[src/rtl/burst_qualifier_pkg.sv]
// burst_qualifier_pkg: state encoding and default timing values shared by
// burst_qualifier and anything that needs to reason about its timing.
package burst_qualifier_pkg;

   typedef enum logic [1:0] {
      ST_IDLE      = 2'd0,
      ST_MEASURE   = 2'd1,
      ST_QUALIFIED = 2'd2
   } state_t;

   // Input-to-detect delay in clk edges: two synchroniser stages plus the output register.
   localparam int LATENCY = 3;

   // 81 MHz clock over a 13.5 MHz modulation gives a 6-cycle nominal period.
   localparam int DEF_CLKS_PER_PERIOD = 6;
   localparam int DEF_PERIOD_TOL      = 1;
   localparam int DEF_MIN_CYCLES      = 4;
   // Roughly 1.5 us of silence at 81 MHz ends a qualified burst.
   localparam int DEF_TIMEOUT         = 121;

   localparam logic [7:0] COUNT_MAX = 8'd255;

endpackage

[src/rtl/sync_2ff.sv]
// sync_2ff: two-flop synchroniser for a single asynchronous bit.
// Both stages clear on the synchronous active-high reset.
module sync_2ff (
   input  logic clk,
   input  logic reset,
   input  logic d,
   output logic q
);

   logic meta_q;
   logic meta_d;
   logic sync_q;
   logic sync_d;

   // Next values simply shift the input one stage further along the chain.
   always_comb begin
      meta_d = d;
      sync_d = meta_q;
   end

   // Register both stages; reset clears the chain so no stale level survives.
   always_ff @(posedge clk) begin
      if (reset) begin
         meta_q <= 1'b0;
         sync_q <= 1'b0;
      end else begin
         meta_q <= meta_d;
         sync_q <= sync_d;
      end
   end

   assign q = sync_q;

endmodule

[src/rtl/burst_qualifier.sv]
// burst_qualifier: qualifies bursts of a modulated receiver signal by measuring
// the period between rising edges. A burst qualifies after MIN_CYCLES
// consecutive in-tolerance periods (one-cycle detect pulse) and stays active
// until TIMEOUT edge-free cycles pass.
// Optional macro BURST_QUALIFIER_STATS_EN compiles in the per-burst valid
// period count reported on cycle_count/count_valid; without it those outputs
// are constant 0 and detect/active behave identically.
module burst_qualifier
   import burst_qualifier_pkg::*;
#(
   parameter int CLKS_PER_PERIOD = DEF_CLKS_PER_PERIOD,
   parameter int PERIOD_TOL      = DEF_PERIOD_TOL,
   parameter int MIN_CYCLES      = DEF_MIN_CYCLES,
   parameter int TIMEOUT         = DEF_TIMEOUT
) (
   input  logic       clk,
   input  logic       reset,
   input  logic       in,
   output logic       detect,
   output logic       active,
   output logic [7:0] cycle_count,
   output logic       count_valid
);

   // Period counter must hold TIMEOUT+1, where it saturates.
   localparam int PW = $clog2(TIMEOUT + 2);
   localparam logic [PW-1:0] PCNT_MAX  = PW'(TIMEOUT + 1);
   localparam logic [PW-1:0] PCNT_TMO  = PW'(TIMEOUT);
   localparam logic [PW-1:0] PER_LO    = PW'(CLKS_PER_PERIOD - PERIOD_TOL);
   localparam logic [PW-1:0] PER_HI    = PW'(CLKS_PER_PERIOD + PERIOD_TOL);
   localparam logic [7:0]    MIN_COUNT = 8'(MIN_CYCLES);

   logic          in_sync;
   logic          in_dly_q;
   logic          in_dly_d;
   logic          rise;
   logic [PW-1:0] pcnt_q;
   logic [PW-1:0] pcnt_d;
   logic          period_ok;
   logic          over_limit;
   logic          timed_out;
   state_t        state_q;
   state_t        state_d;
   logic [7:0]    count_q;
   logic [7:0]    count_d;
   logic          detect_q;
   logic          detect_d;
   logic          active_q;
   logic          active_d;

   sync_2ff u_sync (
      .clk   (clk),
      .reset (reset),
      .d     (in),
      .q     (in_sync)
   );

   // Edge detect and period measurement: the counter value seen at a rise is the period.
   always_comb begin
      in_dly_d   = in_sync;
      rise       = in_sync & ~in_dly_q;
      if (rise) begin
         pcnt_d = {{(PW-1){1'b0}}, 1'b1};
      end else if (pcnt_q == PCNT_MAX) begin
         pcnt_d = pcnt_q;
      end else begin
         pcnt_d = pcnt_q + {{(PW-1){1'b0}}, 1'b1};
      end
      period_ok  = (pcnt_q >= PER_LO) && (pcnt_q <= PER_HI);
      over_limit = (pcnt_q > PER_HI);
      timed_out  = (pcnt_q >= PCNT_TMO);
   end

`ifdef BURST_QUALIFIER_STATS_EN
   logic [7:0] cycle_count_q;
   logic [7:0] cycle_count_d;
   logic       count_valid_q;
   logic       count_valid_d;
`endif

   // Burst FSM next-state logic: measure, qualify, then hold until the line goes quiet.
   always_comb begin
      state_d  = state_q;
      count_d  = count_q;
      detect_d = 1'b0;
`ifdef BURST_QUALIFIER_STATS_EN
      cycle_count_d = cycle_count_q;
      count_valid_d = 1'b0;
`endif
      case (state_q)
         ST_IDLE: begin
            if (rise) begin
               state_d = ST_MEASURE;
               count_d = 8'd0;
            end
         end
         ST_MEASURE: begin
            if (rise) begin
               if (period_ok) begin
                  count_d = count_q + 8'd1;
                  if (count_d == MIN_COUNT) begin
                     detect_d = 1'b1;
                     state_d  = ST_QUALIFIED;
                  end
               end else begin
                  count_d = 8'd0;
               end
            end else if (over_limit) begin
               state_d = ST_IDLE;
            end
         end
         ST_QUALIFIED: begin
`ifdef BURST_QUALIFIER_STATS_EN
            if (rise && period_ok && (count_q != COUNT_MAX)) begin
               count_d = count_q + 8'd1;
            end
`endif
            if (!rise && timed_out) begin
               state_d = ST_IDLE;
`ifdef BURST_QUALIFIER_STATS_EN
               cycle_count_d = count_q;
               count_valid_d = 1'b1;
`endif
            end
         end
         default: begin
            state_d = ST_IDLE;
         end
      endcase
      active_d = (state_d == ST_QUALIFIED);
   end

   // Register FSM state, counters and every output; reset aborts any burst silently.
   always_ff @(posedge clk) begin
      if (reset) begin
         state_q  <= ST_IDLE;
         in_dly_q <= 1'b0;
         pcnt_q   <= '0;
         count_q  <= 8'd0;
         detect_q <= 1'b0;
         active_q <= 1'b0;
`ifdef BURST_QUALIFIER_STATS_EN
         cycle_count_q <= 8'd0;
         count_valid_q <= 1'b0;
`endif
      end else begin
         state_q  <= state_d;
         in_dly_q <= in_dly_d;
         pcnt_q   <= pcnt_d;
         count_q  <= count_d;
         detect_q <= detect_d;
         active_q <= active_d;
`ifdef BURST_QUALIFIER_STATS_EN
         cycle_count_q <= cycle_count_d;
         count_valid_q <= count_valid_d;
`endif
      end
   end

   assign detect = detect_q;
   assign active = active_q;
`ifdef BURST_QUALIFIER_STATS_EN
   assign cycle_count = cycle_count_q;
   assign count_valid = count_valid_q;
`else
   assign cycle_count = 8'd0;
   assign count_valid = 1'b0;
`endif

endmodule

[config.mk]
export PLATFORM = sky130hd
export DESIGN_NAME = burst_qualifier
export DESIGN_NICKNAME = d
export VERILOG_FILES = /design/src/rtl/burst_qualifier_pkg.sv /design/src/rtl/sync_2ff.sv /design/src/rtl/burst_qualifier.sv
export SDC_FILE = /design/constraint.sdc
export NUM_CORES = 1
export LEC_CHECK = 0
export ABC_AREA = 1
export CELL_PAD_IN_SITES_DETAIL_PLACEMENT = 0
export CELL_PAD_IN_SITES_GLOBAL_PLACEMENT = 1
export CORE_ASPECT_RATIO = 0.7
export CORE_MARGIN = 10
export CORE_UTILIZATION = 40
export CTS_CLUSTER_DIAMETER = 40
export CTS_CLUSTER_SIZE = 40
export DETAILED_ROUTE_END_ITERATION = 8
export DONT_BUFFER_PORTS = 1
export HOLD_SLACK_MARGIN = 0.02
export PLACE_DENSITY = 0.82
export SLEW_MARGIN = 20
export SYNTH_ARGS = -nofsm -noshare
export SYNTH_HDL_FRONTEND = slang
export SYNTH_SLANG_ARGS = --single-unit
[constraint.sdc]
create_clock -name clk -period 1.75 [get_ports clk]
set_input_delay 0.4375 -clock clk [delete_from_list [all_inputs] [get_ports clk]]
set_output_delay 0.4375 -clock clk [all_outputs]
set_load 0.1 [all_outputs]
==> qor.yml, run 1 <==
detailed_routing:
  number_of_drc_violations_after_detailed_routing_iteration_0: 87
  postRouteAntennaNets: 0
  highest_layer: "met4"
  drc: 0
  met1_length_mm: 1.366
  via_per_inst: 4.831
  routed_wire_length_per_instance_um: 11.47
  dr_wl_met3_um: 203
  count_of_vias_placed_by_the_detailed_router: 1058
  met2_length_um: 929
  number_of_iterations_in_the_first_detailed_routing_pass: 4
  totalWireLength_mm: 2.513
power:
  cell_internal_power_mw: 0.7250
  power_density_nw_per_um2: 767.6
  combinationalPowerShare: 0.127
  design_power_total_mw: 1.006
  switching_share_of_total_power: 0.2790
  p_sw_mw: 0.2805
  share_clk_of_total_power: 0.359
  power.ir.vdd_worst_v: 0.0003661
  pwr-share-seq: 0.514
  power.static_leakage_nw: 0.5627
worst_setup_path:
  crit_path_cell_trace: "ha_1 > nand2_1 > inv_2 > nor2_1 > nand3_1 > nor3_2 > nand3_2 > nand2_1"
  crit_type: "flop to flop"
  worstSetupStartpointType: "flop"
  critical-path-max-stage-delay_ns: 0.37
  rr_endpoint: "active"
  slowest_stage_cell_on_the_critical_path: "sky130_fd_sc_hd__dfxtp_1"
  path_common_cell: "sky130_fd_sc_hd__nand2_1"
  worstPathMaxFanout: 6
  r2r_slack_ns: 0.29
  critPathRequiredTime_ns: 1.95
  end_kind: "flop"
  worst-r2r-cell-count: 8
  worst_r2r_startpoint: "count_q[1]"
  worst-endpoint-arrival_ns: 1.66
die:
  floorplan.initialDensity: 0.4288
  chipHeight_um: 66.51
  die_w_um: 86.45
  core_um2: 2883
  die-area_um2: 5749
  num_io_pins: 14
  core.rowCount: 16
clock_tree:
  clk_pin_slew_worst_paths_ns: 0.08
  clk-insertion-delay-late_ns: 0.26
  cts-htree-levels: 1
  tritoncts: "built"
  cts.hold.buffers_added: 0
  cts.root.buffer_cell: "sky130_fd_sc_hd__clkbuf_8"
  post_cts.repair.setup_buffers: 0
  maximum_buffer_depth_of_the_clock_tree: 2
  tritoncts.num_buffers: 3
  cts_num_sinks: 22
  post_cts.resized_instances: 0
synthesis:
  netlist_top_cells_count: "sky130_fd_sc_hd__nand2_1, sky130_fd_sc_hd__dfxtp_1, sky130_fd_sc_hd__inv_1, sky130_fd_sc_hd__nor2_1, sky130_fd_sc_hd__nand3_1"
  ys.flop_type: "sky130_fd_sc_hd__dfxtp_1"
  number_of_flops_mapped_to_enable_cells_by_yosys: 0
  synthesis.area_per_instance_um2: 6.906
  synth_most_common_cell: "sky130_fd_sc_hd__nand2_1"
  synth_cell_type_count: 30
  yosys.area.top_type_share: 0.3563
  synth_seq_cells: 22
  synth.largest_area_cell: "sky130_fd_sc_hd__dfxtp_1"
  synthesis.instances: 179
  mappedNetlistArea_um2: 1236
  yosys_warnings: 0
  part_of_the_yosys_area_used_for_sequential_elements: 0.3563
  synth.top_cells.by_area: "sky130_fd_sc_hd__dfxtp_1, sky130_fd_sc_hd__nand2_1, sky130_fd_sc_hd__inv_1"
  async_reset_ff_frac: 0
grt:
  antenna_violations_before_repair: 0
  gr-usage-all-layers: 0.09183
  first_global_vias: 1008
  maximum_number_of_pins_on_one_net_before_global_route_repair: 14
  global_route_wire_length_before_repair_mm: 4.367
  gr_ovfl_total: 0
sta:
  final.setup.worst_slack_ns: 0.2894
  layout_worst_path_cycle_share: 0.8346
  unrepaired_setup_endpoints_after_global_routing: "no"
  setup_violations: 0
  clock.fmax_ghz: 0.6847
  timing.clock.skew_ns: 0.0006248
  drv_slew: 0
  finalHoldViolations: 0
  fin_setup_tns_ns: 0
  final.min_clock_period_ns: 1.461
flow_run:
  cap_viol_max_count: 0
hold_path:
  holdPathStages: 1
  timing.hold.worst.start: "reset"
  worstHoldPathType: "primary input to flop"
  min_delay_worst_endpoint: "count_q[3]"
finish:
  antenna_cells: 0
  final_layout_size_suffix_gt1_frac: 0.1475
  final_design_area_no_fill_um2: 1310
  utilization: 0.4544
  finish.net_count: 192
  flow.area_growth_from_synthesis_pct: 5.972
  nFillCells: 299
placement:
  buffer_ports.inserted: 0
  dpl-instance-area_um2: 1255
  dp_hpwl_mm: 1.986
  gpl.final_weighted_congestion: 0.8218
  dpl_worst_slack_ns: 0.3193
status:
  outcome: "finished, final reports clean"
per-stage QoR:
step / hold slack (ns) / std cells
after floorplan: 0.3883 / 187
after global placement: 0.3968 / 215
after detailed placement: 0.4103 / 215
after CTS: 0.2227 / 219
after global routing: 0.2134 / 219
final: 0.2303 / 219
critical path: cells and delay by family (launching register included):
family	cells	cell delay, ns
buf+inv	1	0.05
flops	1	0.37
fa+ha+maj	1	0.24
simple gates	6	0.75
worst max path at each step:
stage                          start  endpoint  slack (ns)
after floorplan               active    active        0.40
after global placement    count_q[1]    active        0.38
after detailed placement  count_q[1]    active        0.32
after CTS                 count_q[1]    active        0.30
after global routing      count_q[1]    active        0.13
final                     count_q[1]    active        0.29
power groups by stage:
stage / clock network [mW] / registers (mW) / logic [mW]
2_1_floorplan: 0 / 0.527 / 0.138
5_1_grt: 0.391 / 0.519 / 0.139
3_5_place_dp: 0 / 0.529 / 0.127
4_1_cts: 0.372 / 0.517 / 0.127
3_3_place_gp: 0 / 0.528 / 0.126
6_report: 0.361 / 0.517 / 0.128
layout by cell type, fill, tap and decap left out, types with 2 or more instances in the layout:
master	netlist	routed
sky130_fd_sc_hd__ha_1	5	5
sky130_fd_sc_hd__nand2_2	2	2
sky130_fd_sc_hd__a21oi_1	5	5
sky130_fd_sc_hd__nor2_1	18	18
sky130_fd_sc_hd__nor2_2	6	6
sky130_fd_sc_hd__clkbuf_8	0	4
sky130_fd_sc_hd__inv_2	5	5
sky130_fd_sc_hd__dfxtp_1	22	22
sky130_fd_sc_hd__nand3_1	11	11
sky130_fd_sc_hd__o21ai_0	2	2
sky130_fd_sc_hd__nand2_1	48	48
sky130_fd_sc_hd__buf_4	9	2
sky130_fd_sc_hd__conb_1	1	9
sky130_fd_sc_hd__a21oi_2	5	5
sky130_fd_sc_hd__inv_1	22	22
sky130_fd_sc_hd__nand4_1	3	3
metal layers:
metal,track usage,vias up
met4,0.01815,0
met5,0,-
met2,0.1342,31
li1,-,553
met3,0.03645,2
met1,0.1240,472
kinds of logic after synthesis:
kind of cell,Yosys count,synth area share
buffers and inverters,38,0.1427
other,1,0.003034
AO/OA/AOI/OAI,18,0.09818
AND/OR/NAND/NOR,94,0.3421
adder cells (fa/ha/maj),5,0.05061
flip-flops,22,0.3563
XOR/XNOR,1,0.007086
sequential cells by signal (all words and copies together) (netlist names):
signal,cells
active,1
u_sync.meta_q,1
state_q,2
pcnt_q,7
in_dly_q,1
detect,1
u_sync.q,1
count_q,8
layout make-up:
cell class | instances | area, µm² | share of cell area
multi-input combinational | 127 | 649.4 | 0.4957
timing repair buffer | 2 | 15.01 | 0.01146
inverter | 28 | 105.1 | 0.08023
clock buffer | 4 | 55.05 | 0.04202
sequential | 22 | 440.4 | 0.3362
tap | 36 | 45.04 | 0.03438
(Power assumes the default switching activity.)
==> run 2: changes to the inputs <==
- clock period: 1.75 -> 1.5 ns (I/O delays scaled with it)
==> qor.yml, run 2 (same netlist as run 1, synthesis figures left out) <==
status:
  outcome: "finished, final reports clean"
clock_tree:
  clk_pin_slew_worst_paths_ns: 0.08  # about the same
  cts_num_sinks: 22  # unchanged
  maximum_buffer_depth_of_the_clock_tree: 2  # unchanged
  post_cts.repair.setup_buffers: 0  # unchanged
  cts-htree-levels: 1  # unchanged
  clk-insertion-delay-late_ns: 0.26  # about the same
  cts.hold.buffers_added: 0  # unchanged
  post_cts.resized_instances: 0  # unchanged
  cts.root.buffer_cell: "sky130_fd_sc_hd__clkbuf_8"
  tritoncts: "built"
  tritoncts.num_buffers: 3  # unchanged
power:
  power_density_nw_per_um2: 886.2  # +15%
  power.ir.vdd_worst_v: 0.0004285  # +17%
  power.static_leakage_nw: 0.5617  # -0.18%
finish:
  regMostFlops: "count_q"
  most_common_cell_after_layout_fill_and_taps_aside: "sky130_fd_sc_hd__nand2_1"
  antenna_cells: 0  # unchanged
  nFillCells: 297  # -0.67%
  instances_no_fill: 219  # unchanged
  commonest_cells_after_routing_fill_and_taps_aside: "sky130_fd_sc_hd__nand2_1, sky130_fd_sc_hd__inv_1, sky130_fd_sc_hd__nor2_1, sky130_fd_sc_hd__dfxtp_1, sky130_fd_sc_hd__nand3_1"
  utilization: 0.4592  # +0.004774
  finish.net_count: 192  # unchanged
  final_layout_size_suffix_gt1_frac: 0.1858  # +0.03825
  reg_top3: "count_q: 8 flops, pcnt_q: 7 flops, state_q: 2 flops"
  flow.area_growth_from_synthesis_pct: 7.085
  largest_register_ff_count: 8  # unchanged
die:
  core_um2: 2883  # unchanged
  chipHeight_um: 66.51  # unchanged
  die_w_um: 86.45  # unchanged
  core.rowCount: 16  # unchanged
  die-area_um2: 5749  # unchanged
  num_io_pins: 14  # unchanged
  floorplan.initialDensity: 0.4288  # unchanged
sta:
  drv_slew: 0  # unchanged
  final.hold.worst_slack_ns: 0.1595  # -0.07077 ns
  setup_violations: 0  # unchanged
  unrepaired_setup_endpoints_after_global_routing: "yes"
  timing.clock.skew_ns: 0.0007481  # +0.0001233 ns
  clock.fmax_ghz: 0.7285  # +6.4%
  final.min_clock_period_ns: 1.373  # -0.08791 ns
  finalHoldViolations: 0  # unchanged
  layout_worst_path_cycle_share: 0.9151  # +0.08049
grt:
  maximum_number_of_pins_on_one_net_before_global_route_repair: 14  # unchanged
  antenna_violations_before_repair: 0  # unchanged
  global_route_wire_length_before_repair_mm: 4.367  # unchanged
  gr_ovfl_total: 0  # unchanged
  first_global_vias: 1008  # unchanged
  gr-usage-all-layers: 0.09183  # unchanged
detailed_routing:
  count_of_vias_placed_by_the_detailed_router: 1058  # unchanged
  postRouteAntennaNets: 0  # unchanged
  via_per_inst: 4.831  # unchanged
  number_of_drc_violations_after_detailed_routing_iteration_0: 73  # -16%
  totalWireLength_mm: 2.528  # +0.60%
  number_of_iterations_in_the_first_detailed_routing_pass: 4  # unchanged
  drc: 0  # unchanged
  routed_wire_length_per_instance_um: 11.54  # +0.60%
hold_path:
  worstHoldPathType: "primary input to flop"
worst_setup_path:
  worstSetupStartpointType: "flop"
  crit_type: "flop to flop"
  worstPathMaxFanout: 6  # unchanged
  crit_path_cell_trace: "ha_2 > nand2_1 > inv_2 > nor2_2 > nand3_1 > nor3_2 > nand3_2 > nand2_1"
  critical_path.top_delay_family: "simple AND/OR/NAND/NOR gates"
  slowest_stage_cell_on_the_critical_path: "sky130_fd_sc_hd__dfxtp_4"
  critPathRequiredTime_ns: 1.70  # -0.25 ns
  critical-path-max-stage-delay_ns: 0.37  # about the same
  worst-endpoint-arrival_ns: 1.58  # -0.08 ns
  path_common_cell: "sky130_fd_sc_hd__nand2_1"
  critical_path.n_buffers_inverters: 1  # unchanged
  end_kind: "flop"
placement:
  dp_hpwl_mm: 1.986  # unchanged
  buffer_ports.inserted: 0  # unchanged
  gpl.final_weighted_congestion: 0.8218  # unchanged
  place.detailed.instances: 215  # unchanged
flow_run:
  cap_viol_max_count: 0  # unchanged
## run 2: cell counts in the layout (fill, tap and decap cells not counted)
No cell type changed its count.
## run 2: final timing paths
kind / slack [ns] / to / cells past startpoint / startpoint
setup / recovery: 0.13 / active / 8 / count_q[1]
hold / removal: 0.16 / count_q[3] / 1 / reset
setup reg to reg: 0.13 / active / 8 / count_q[1]
hold reg to reg: 0.42 / u_sync.q / 2 / u_sync.meta_q
## run 2: layer usage
| metal | track usage | up-vias | part of all wire |
|---|---|---|---|
| met5 | 0 | - | 0 |
| met4 | 0.01815 | 0 | 0.0051 |
| met3 | 0.03645 | 2 | 0.067 |
| met2 | 0.1342 | 21 | 0.37 |
| met1 | 0.1240 | 483 | 0.56 |
| li1 | - | 552 | - |
## run 2: area by class of cell
type	count	area, µm²	area share
Clock buffer	4	55.05	0.04159
Inverter	28	105.1	0.07940
Multi-Input combinational cell	127	654.4	0.4943
Sequential cell	22	449.2	0.3393
Tap cell	36	45.04	0.03403
Timing Repair Buffer	2	15.01	0.01134
## run 2: report_power, final
part	internal, mW	total (mW)	leakage (nW)	switching, mW
sequential	0.593	0.602	0.181	0.00846
combinational	0.0175	0.149	0.352	0.132
clock	0.234	0.422	0.0288	0.188
## run 2: through the flow
| step | setup TNS (ns) | setup WS [ns] | power, mW | area, µm² |
|---|---|---|---|---|
| after detailed placement | 0 | 0.06929 | 0.7650 | 1255 |
| final | 0 | 0.1274 | 1.173 | 1324 |
| after floorplan | 0 | 0.1927 | 0.7761 | 1266 |
| after CTS | 0 | 0.04643 | 1.186 | 1310 |
| after global placement | 0 | 0.1328 | 0.7637 | 1255 |
| after global routing | -0.001805 | -0.001805 | 1.222 | 1324 |
